--- config.mk ---
export PLATFORM = sky130hd
export DESIGN_NAME = pipe_addsub
export DESIGN_NICKNAME = d
export VERILOG_FILES = /design/src/rtl/pipe_addsub.sv
export SDC_FILE = /design/constraint.sdc
export NUM_CORES = 1
export LEC_CHECK = 0
export BUFFER_PORTS_ARGS = -buffer_cell sky130_fd_sc_hd__buf_2
export CORE_MARGIN = 2
export CORE_UTILIZATION = 39
export CTS_CLUSTER_DIAMETER = 60
export DETAILED_ROUTE_END_ITERATION = 16
export GPL_TIMING_DRIVEN = 0
export MAX_ROUTING_LAYER = met4
export PLACE_DENSITY = 0.59
export SYNTH_ARGS = -nofsm -noshare
export SYNTH_HDL_FRONTEND = slang
export SYNTH_SLANG_ARGS = --single-unit
export TNS_END_PERCENT = 1
--- constraint.sdc ---
create_clock -name clk -period 2.7 [get_ports clk]
set_clock_uncertainty 0.2 [all_clocks]
set_input_delay 0 -clock clk [delete_from_list [all_inputs] [get_ports clk]]
set_output_delay 0 -clock clk [all_outputs]
set_load 0.02 [all_outputs]
--- src/rtl/pipe_addsub.sv ---
// Pipelined WIDTH-bit adder/subtractor resolving CHUNK bits per stage behind a valid/ready handshake.
// Optional status flags (ovf, zero, neg) are built when PIPE_ADDSUB_FLAGS_EN is defined.
module pipe_addsub #(
   parameter int unsigned WIDTH = 32,
   parameter int unsigned CHUNK = 8
) (
   input  logic             clk,
   input  logic             rst,
   input  logic             in_valid,
   output logic             in_ready,
   input  logic [WIDTH-1:0] a,
   input  logic [WIDTH-1:0] b,
   input  logic             sub,
   output logic             out_valid,
   input  logic             out_ready,
   output logic [WIDTH-1:0] s,
   output logic             co
`ifdef PIPE_ADDSUB_FLAGS_EN
   ,
   output logic             ovf,
   output logic             zero,
   output logic             neg
`endif
);

   localparam int unsigned STAGES = WIDTH / CHUNK;

   if ((WIDTH % CHUNK) != 0 || STAGES < 1) begin : g_bad_cfg
      $error("pipe_addsub: WIDTH must be a non-zero multiple of CHUNK");
   end

   logic             adv;
   logic [WIDTH-1:0] b_x;

   // The whole pipe moves as one; a held output freezes every stage.
   always_comb begin
      adv = !out_valid || out_ready;
   end

   assign in_ready = adv;
   assign b_x      = sub ? ~b : b;

   for (genvar k = 0; k < STAGES; k++) begin : g_stage
      localparam int unsigned LO  = k * CHUNK;
      localparam int unsigned RW  = LO + CHUNK;
      localparam int unsigned REM = WIDTH - RW;

      logic [CHUNK-1:0] sl_a;
      logic [CHUNK-1:0] sl_b;
      logic             cin;
      logic             v_in;
      logic [CHUNK:0]   sum_c;
      logic [RW-1:0]    res_d;
      logic [RW-1:0]    res_q;
      logic             cy_q;
      logic             v_q;
`ifdef PIPE_ADDSUB_FLAGS_EN
      logic             z_d;
      logic             z_q;
`endif

      assign sum_c = {1'b0, sl_a} + {1'b0, sl_b} + {{CHUNK{1'b0}}, cin};

      if (k == 0) begin : g_first
         always_comb begin
            sl_a  = a[CHUNK-1:0];
            sl_b  = b_x[CHUNK-1:0];
            cin   = sub;
            v_in  = in_valid;
            res_d = sum_c[CHUNK-1:0];
`ifdef PIPE_ADDSUB_FLAGS_EN
            z_d   = (sum_c[CHUNK-1:0] == '0);
`endif
         end
      end else begin : g_next
         // Operand slice k arrives LSB-aligned in the previous stage's skew register.
         always_comb begin
            sl_a  = g_stage[k-1].g_ops.opa_q[CHUNK-1:0];
            sl_b  = g_stage[k-1].g_ops.opb_q[CHUNK-1:0];
            cin   = g_stage[k-1].cy_q;
            v_in  = g_stage[k-1].v_q;
            res_d = {sum_c[CHUNK-1:0], g_stage[k-1].res_q};
`ifdef PIPE_ADDSUB_FLAGS_EN
            z_d   = g_stage[k-1].z_q && (sum_c[CHUNK-1:0] == '0);
`endif
         end
      end

      always_ff @(posedge clk) begin
         if (rst) begin
            v_q   <= 1'b0;
            cy_q  <= 1'b0;
            res_q <= '0;
`ifdef PIPE_ADDSUB_FLAGS_EN
            z_q   <= 1'b0;
`endif
         end else if (adv) begin
            v_q   <= v_in;
            cy_q  <= sum_c[CHUNK];
            res_q <= res_d;
`ifdef PIPE_ADDSUB_FLAGS_EN
            z_q   <= z_d;
`endif
         end
      end

      if (k < STAGES - 1) begin : g_ops
         logic [REM-1:0] opa_d;
         logic [REM-1:0] opb_d;
         logic [REM-1:0] opa_q;
         logic [REM-1:0] opb_q;

         if (k == 0) begin : g_src_in
            always_comb begin
               opa_d = a[WIDTH-1:CHUNK];
               opb_d = b_x[WIDTH-1:CHUNK];
            end
         end else begin : g_src_prev
            always_comb begin
               opa_d = g_stage[k-1].g_ops.opa_q[REM+CHUNK-1:CHUNK];
               opb_d = g_stage[k-1].g_ops.opb_q[REM+CHUNK-1:CHUNK];
            end
         end

         always_ff @(posedge clk) begin
            if (rst) begin
               opa_q <= '0;
               opb_q <= '0;
            end else if (adv) begin
               opa_q <= opa_d;
               opb_q <= opb_d;
            end
         end
      end

`ifdef PIPE_ADDSUB_FLAGS_EN
      if (k == STAGES - 1) begin : g_last
         logic ovf_d;
         logic neg_d;
         logic ovf_q;
         logic neg_q;

         // Final slice carries both operand MSBs and the result MSB.
         always_comb begin
            ovf_d = (sl_a[CHUNK-1] == sl_b[CHUNK-1]) && (sum_c[CHUNK-1] != sl_a[CHUNK-1]);
            neg_d = sum_c[CHUNK-1];
         end

         always_ff @(posedge clk) begin
            if (rst) begin
               ovf_q <= 1'b0;
               neg_q <= 1'b0;
            end else if (adv) begin
               ovf_q <= ovf_d;
               neg_q <= neg_d;
            end
         end
      end
`endif
   end

   assign out_valid = g_stage[STAGES-1].v_q;
   assign s         = g_stage[STAGES-1].res_q;
   assign co        = g_stage[STAGES-1].cy_q;
`ifdef PIPE_ADDSUB_FLAGS_EN
   assign ovf       = g_stage[STAGES-1].g_last.ovf_q;
   assign neg       = g_stage[STAGES-1].g_last.neg_q;
   assign zero      = g_stage[STAGES-1].z_q;
`endif

endmodule

### After elaboration in Yosys (flattened, before gate mapping)

Cells that the tools add are included.

* bits in registers: 184
* input port bits: 69
* output and inout bits: 35
* logic and storage cells: 30

* add/sub/neg operators: 8
* mux-type cells: 1
* bitwise gates (word level): 1
* reductions and logical operators: 2

Operators by type and width (count)
* adder 8 x 8 -> 9 bit: 4
* adder 9 x 1 -> 9 bit: 4
* two-way mux 32 bit: 1
* inverter 32 bit: 1
* logical NOT 1 bit: 1
* logical OR 1 bit: 1

### Logic depth before layout (Yosys ltp)

* depth after elaboration: 4
* gate-level depth with buffers: 9
* mapped depth without buffers: 7

### Least setup slack after synthesis

Ideal clock, no wire load.

* kind: reg2reg
* start: register g_stage[2].cy_q
* end: register g_stage[3].cy_q, in the netlist co
* library setup time: 0.116 ns
* arrival: 1.950 ns
* required time: 2.384 ns
* path slack: 0.435 ns
* stages on the path, launching flop included: 7
* buffers on the path: 0
* period minus slack after synthesis: 2.265 ns
* cells stage by stage: dfxtp_1 -> fa_1 -> fa_1 -> a21o_1 -> a211oi_1 -> o2111ai_1 -> and3b_1

* longest elaborated chain between the ends: 1

Ends and longest elaborated chain
* from (decl): RTL line 55 `logic cy_q;`
* from (signal assigned): RTL line 99 `cy_q <= sum_c[CHUNK];`
* adder 9 x 1 -> 9 bit: RTL line 62 `assign sum_c = {1'b0, sl_a} + {1'b0, sl_b} + {{CHUNK{1'b0}}, cin};`
* to (signal assigned): RTL line 99
* to (decl): RTL line 55

No other way between the ends.
A chain may end at the register's enable or synchronous reset.

### Worst setup path after layout

* start: register g_stage[3].v_q, in the netlist out_valid
* end: register g_stage[0].res_q[6]

* longest elaborated chain between the ends: 2

Ends and longest elaborated chain
* from (decl): RTL line 56 `logic v_q;`
* from (signal assigned): RTL line 98 `v_q <= v_in;`
* logical NOT 1 bit: RTL line 37 `adv = !out_valid || out_ready;`
* logical OR 1 bit: RTL line 37
* to (signal assigned): RTL line 100 `res_q <= res_d;`
* to (decl): RTL line 54 `logic [RW-1:0] res_q;`

No other way between the ends.

==> impl_metrics.yaml <==
critical_path:
  r2r_setup_slack_ns: 0.17
  end_kind: "flip-flop"
  critPathKind: "reg2reg"
  crit_path_start: "out_valid$_SDFFE_PP0P_"
  r2r-start: "out_valid$_SDFFE_PP0P_"
  cp-start-kind: "flip-flop"
  cp_max_fo: 10
  crit_arrival_ns: 2.63
  ff2ff_path_depth: 7
  rr_endpoint: "g_stage[0].res_q[6]$_SDFFE_PP0P_"
  required_ns: 2.80
  endpoint: "g_stage[0].res_q[6]$_SDFFE_PP0P_"
power:
  power_frac_comb_pct: 13.0
  seq_power_share_pct: 47.3
  clkPwrFrac_pct: 39.7
  power_density_nw_per_um2: 625.0
  power_switching_share_pct: 25.66
  p_leak_nw: 4.177
  p_int_mw: 4.710
  total_power_mw: 6.336
  vdd_ir_drop_max_mv: 0.4067
  p_switching_mw: 1.626
timing:
  timing.final.crit_period_ns: 2.529
  hold_viol_final: 0
  whs_ns: 0.009646
  tightestPinTransition_ns: 0.6876
  fin_crit_sh_pct: 93.66
  maxSlewHeadroom_pct: 54.16
  setup_viol: 0
  maxSlewViolCount: 0
  rsz0062_at_grt: "false"
  setup-tns-final_ns: 0
  timing.fmax_mhz: 395.4
finish:
  drive_above_1_share_pct: 12.73
  nets: 1277
  n_antenna_cell: 0
  layout_commonest_cell: "nand2_1"
  nFillCells: 2001
  area_growth_pct: 28.66
  layout.cells.most_common_list: "nand2_1 (275), dfxtp_1 (184), a21oi_1 (155)"
  fin_area_um2: 10140
die:
  rows: 51
  io_pins: 104
  start_util_pct: 40.09
  die_w_um: 146.1
  core_area_um2: 19650
  die_h_um: 146.1
  die_area_um2: 21360
drt:
  post-route-drc-count: 0
  routed_via_density: 4.941
  drt_iter0_markers: 387
  wirelength_mm: 21.85
  via_count: 7170
  first_pass_iters: 5
  ant_nets: 0
  wire_per_inst_um: 15.06
logic_synthesis:
  ys_async_sr_fraction_pct: 0
  synth_xor_area_share_pct: 4.224
  synth-simple-area-share_pct: 20.69
  ys_seq_elements: 184
  synth-edff-count: 0
  synth_top_family_by_area: "simple AND/OR/NAND/NOR gates"
  muxShareOfSynthArea_pct: 0.1906
  synth-compound-area-share_pct: 17.90
  yosys_warnings: 0
  synth_top_area_cell: "dfxtp_1"
  netlist_area_um2: 7879
  synth_cells: 970
  synth_top_area_share_pct: 46.75
  ys_seq_area_share_pct: 46.75
  synthAdderAreaFrac_pct: 6.225
  synth_cell_type_count: 44
  avgSynthCellArea_um2: 8.122
  synth.area.top_cells: "dfxtp_1 (47%), nand2_1 (13%), a21oi_1 (9.8%), ha_1 (4.4%), a211oi_1 (3.3%)"
  synth_fp_nets: 1074
  synth_flop_cell: "dfxtp_1"
clock_tree:
  clock_sinks: 184
  cts.clk_slew.worst_paths_ns: 0.07
  cts_buffers: 17
  clockRootBuffer: "clkbuf_16"
  insertion_delay_ns: 0.43
  clockBufferDepth: 2
  cts_tree: "yes"
  cts_max_level: 4
placed_design:
  portBuffers: 102
  hpwlAfterDp_mm: 15.87
  dpl-instance-area_um2: 8721
  gp_congestion: 0.8931
global_route:
  use_met2_pct: 33.63
  met3_usage_pct: 3.781
  grt_pass1_vias: 6710
  track_usage_pct: 21.16
  antenna_found_initial: 0
  grt_pass1_wl_mm: 34.88
  grt_overflow: 0
  busiest_layer: "met2"
  grt_util_met1_pct: 28.18
  grt_max_degree: 17
run:
  drv_cap: 0
worst_hold_path:
  hold_class: "in2reg"
  worstHoldPathCells: 5
status:
  status: "complete, no violations"
-- flip-flops by register name, summed over array words and instances (netlist names) --
register             cells
s                       32
out_valid                1
co                       1
g_stage.res_q           48
g_stage.g_ops.opb_q     48
g_stage.g_ops.opa_q     48
g_stage.cy_q             3
g_stage.v_q              3
-- logic make-up after synthesis --
kind of cell	count (synthesis)
AND/OR/NAND/NOR	389
AO/OA/AOI/OAI	244
flip-flops	184
buffers and inverters	79
XOR/XNOR	38
adder cells (fa/ha/maj)	35
multiplexers	1
-- worst min path at each step --
| stage | startpoint | to | slack (ns) |
|---|---|---|---|
| 2_1_floorplan | a[8] | g_stage[0].g_ops.opa_q[0]$_SDFFE_PP0P_ | -0.06 |
| 3_3_place_gp | a[18] | g_stage[0].g_ops.opa_q[10]$_SDFFE_PP0P_ | 0.05 |
| 3_5_place_dp | a[27] | g_stage[0].g_ops.opa_q[19]$_SDFFE_PP0P_ | 0.05 |
| 4_1_cts | sub | g_stage[0].res_q[5]$_SDFFE_PP0P_ | 0.006 |
| 5_1_grt | b[0] | g_stage[0].res_q[5]$_SDFFE_PP0P_ | 0.03 |
| 6_report | sub | g_stage[0].res_q[5]$_SDFFE_PP0P_ | 0.01 |
-- synthesized netlist by cell type, types with 2 or more instances --
master       n
o21ai_0     13
nand3_1     35
xnor2_1     28
nor3_1       8
o211ai_1     3
and4_1       3
a311o_1      2
nor4_1       3
clkbuf_1    40
and3_1       7
a21o_1       7
a2111oi_0    3
xor2_1      10
o21a_1       4
and3b_1      3
a211oi_1    35
inv_2        3
buf_2       10
or3_1       10
buf_1       18
nor2_1      35
nor2b_1      2
fa_1         7
a31oi_1      4
inv_1        7
nand2_1    275
ha_1        28
a21oi_1    155
o2111ai_1    3
dfxtp_1    184
nand3b_1     3
o21ai_1     10
-- repair_timing --
action / 4_1_cts / 5_1_grt
setup buffers: 0 / 0
hold buffers: 82 / 0
endpoints found under the hold margin: 57 / 0
gates resized for setup: 0 / 0
-- metrics by stage --
stage	worst slack, ns	std cells	utilization [%]
after floorplan	0.4346	970	-
after global placement	0.2469	1337	44.37
after detailed placement	0.2296	1337	44.37
after CTS	0.2115	1451	51.58
after global routing	0.08919	1451	51.58
final	0.1711	1451	51.58
-- worst max-delay path: stages (launching register included) --
cell	delay [ns]
dfxtp_1	0.32
nor2b_1	0.13
clkbuf_1	0.44
buf_2	0.40
buf_1	0.53
nor3_1	0.12
o211ai_1	0.15
o211ai_1	0.12
-- metal layers --
layer	wire [um]	share of wire (%)
met5	0	0
met4	295	1.4
met3	1164	5.3
met2	9925	45
met1	10460	48
-- power groups by stage --
stage	Combinational (mW)	Sequential (mW)	Clock, mW
6_report	0.822	3.00	2.52
5_1_grt	0.915	3.02	2.67
4_1_cts	0.820	3.00	2.55
3_5_place_dp	0.698	3.06	0
3_3_place_gp	0.693	3.06	0
2_1_floorplan	0.455	3.05	0
-- final cells by class --
cell class / instances / area (um^2) / share of cell area, %
clock inverter: 13 / 142.6 / 1.407
inverter: 10 / 37.54 / 0.3703
sequential: 184 / 3684 / 36.34
tap: 265 / 331.6 / 3.271
buffer: 69 / 279.0 / 2.752
clock buffer: 19 / 452.9 / 4.468
timing repair buffer: 184 / 1331 / 13.13
multi-input combinational: 707 / 3879 / 38.26
Power figures use the tool's default switching activity.
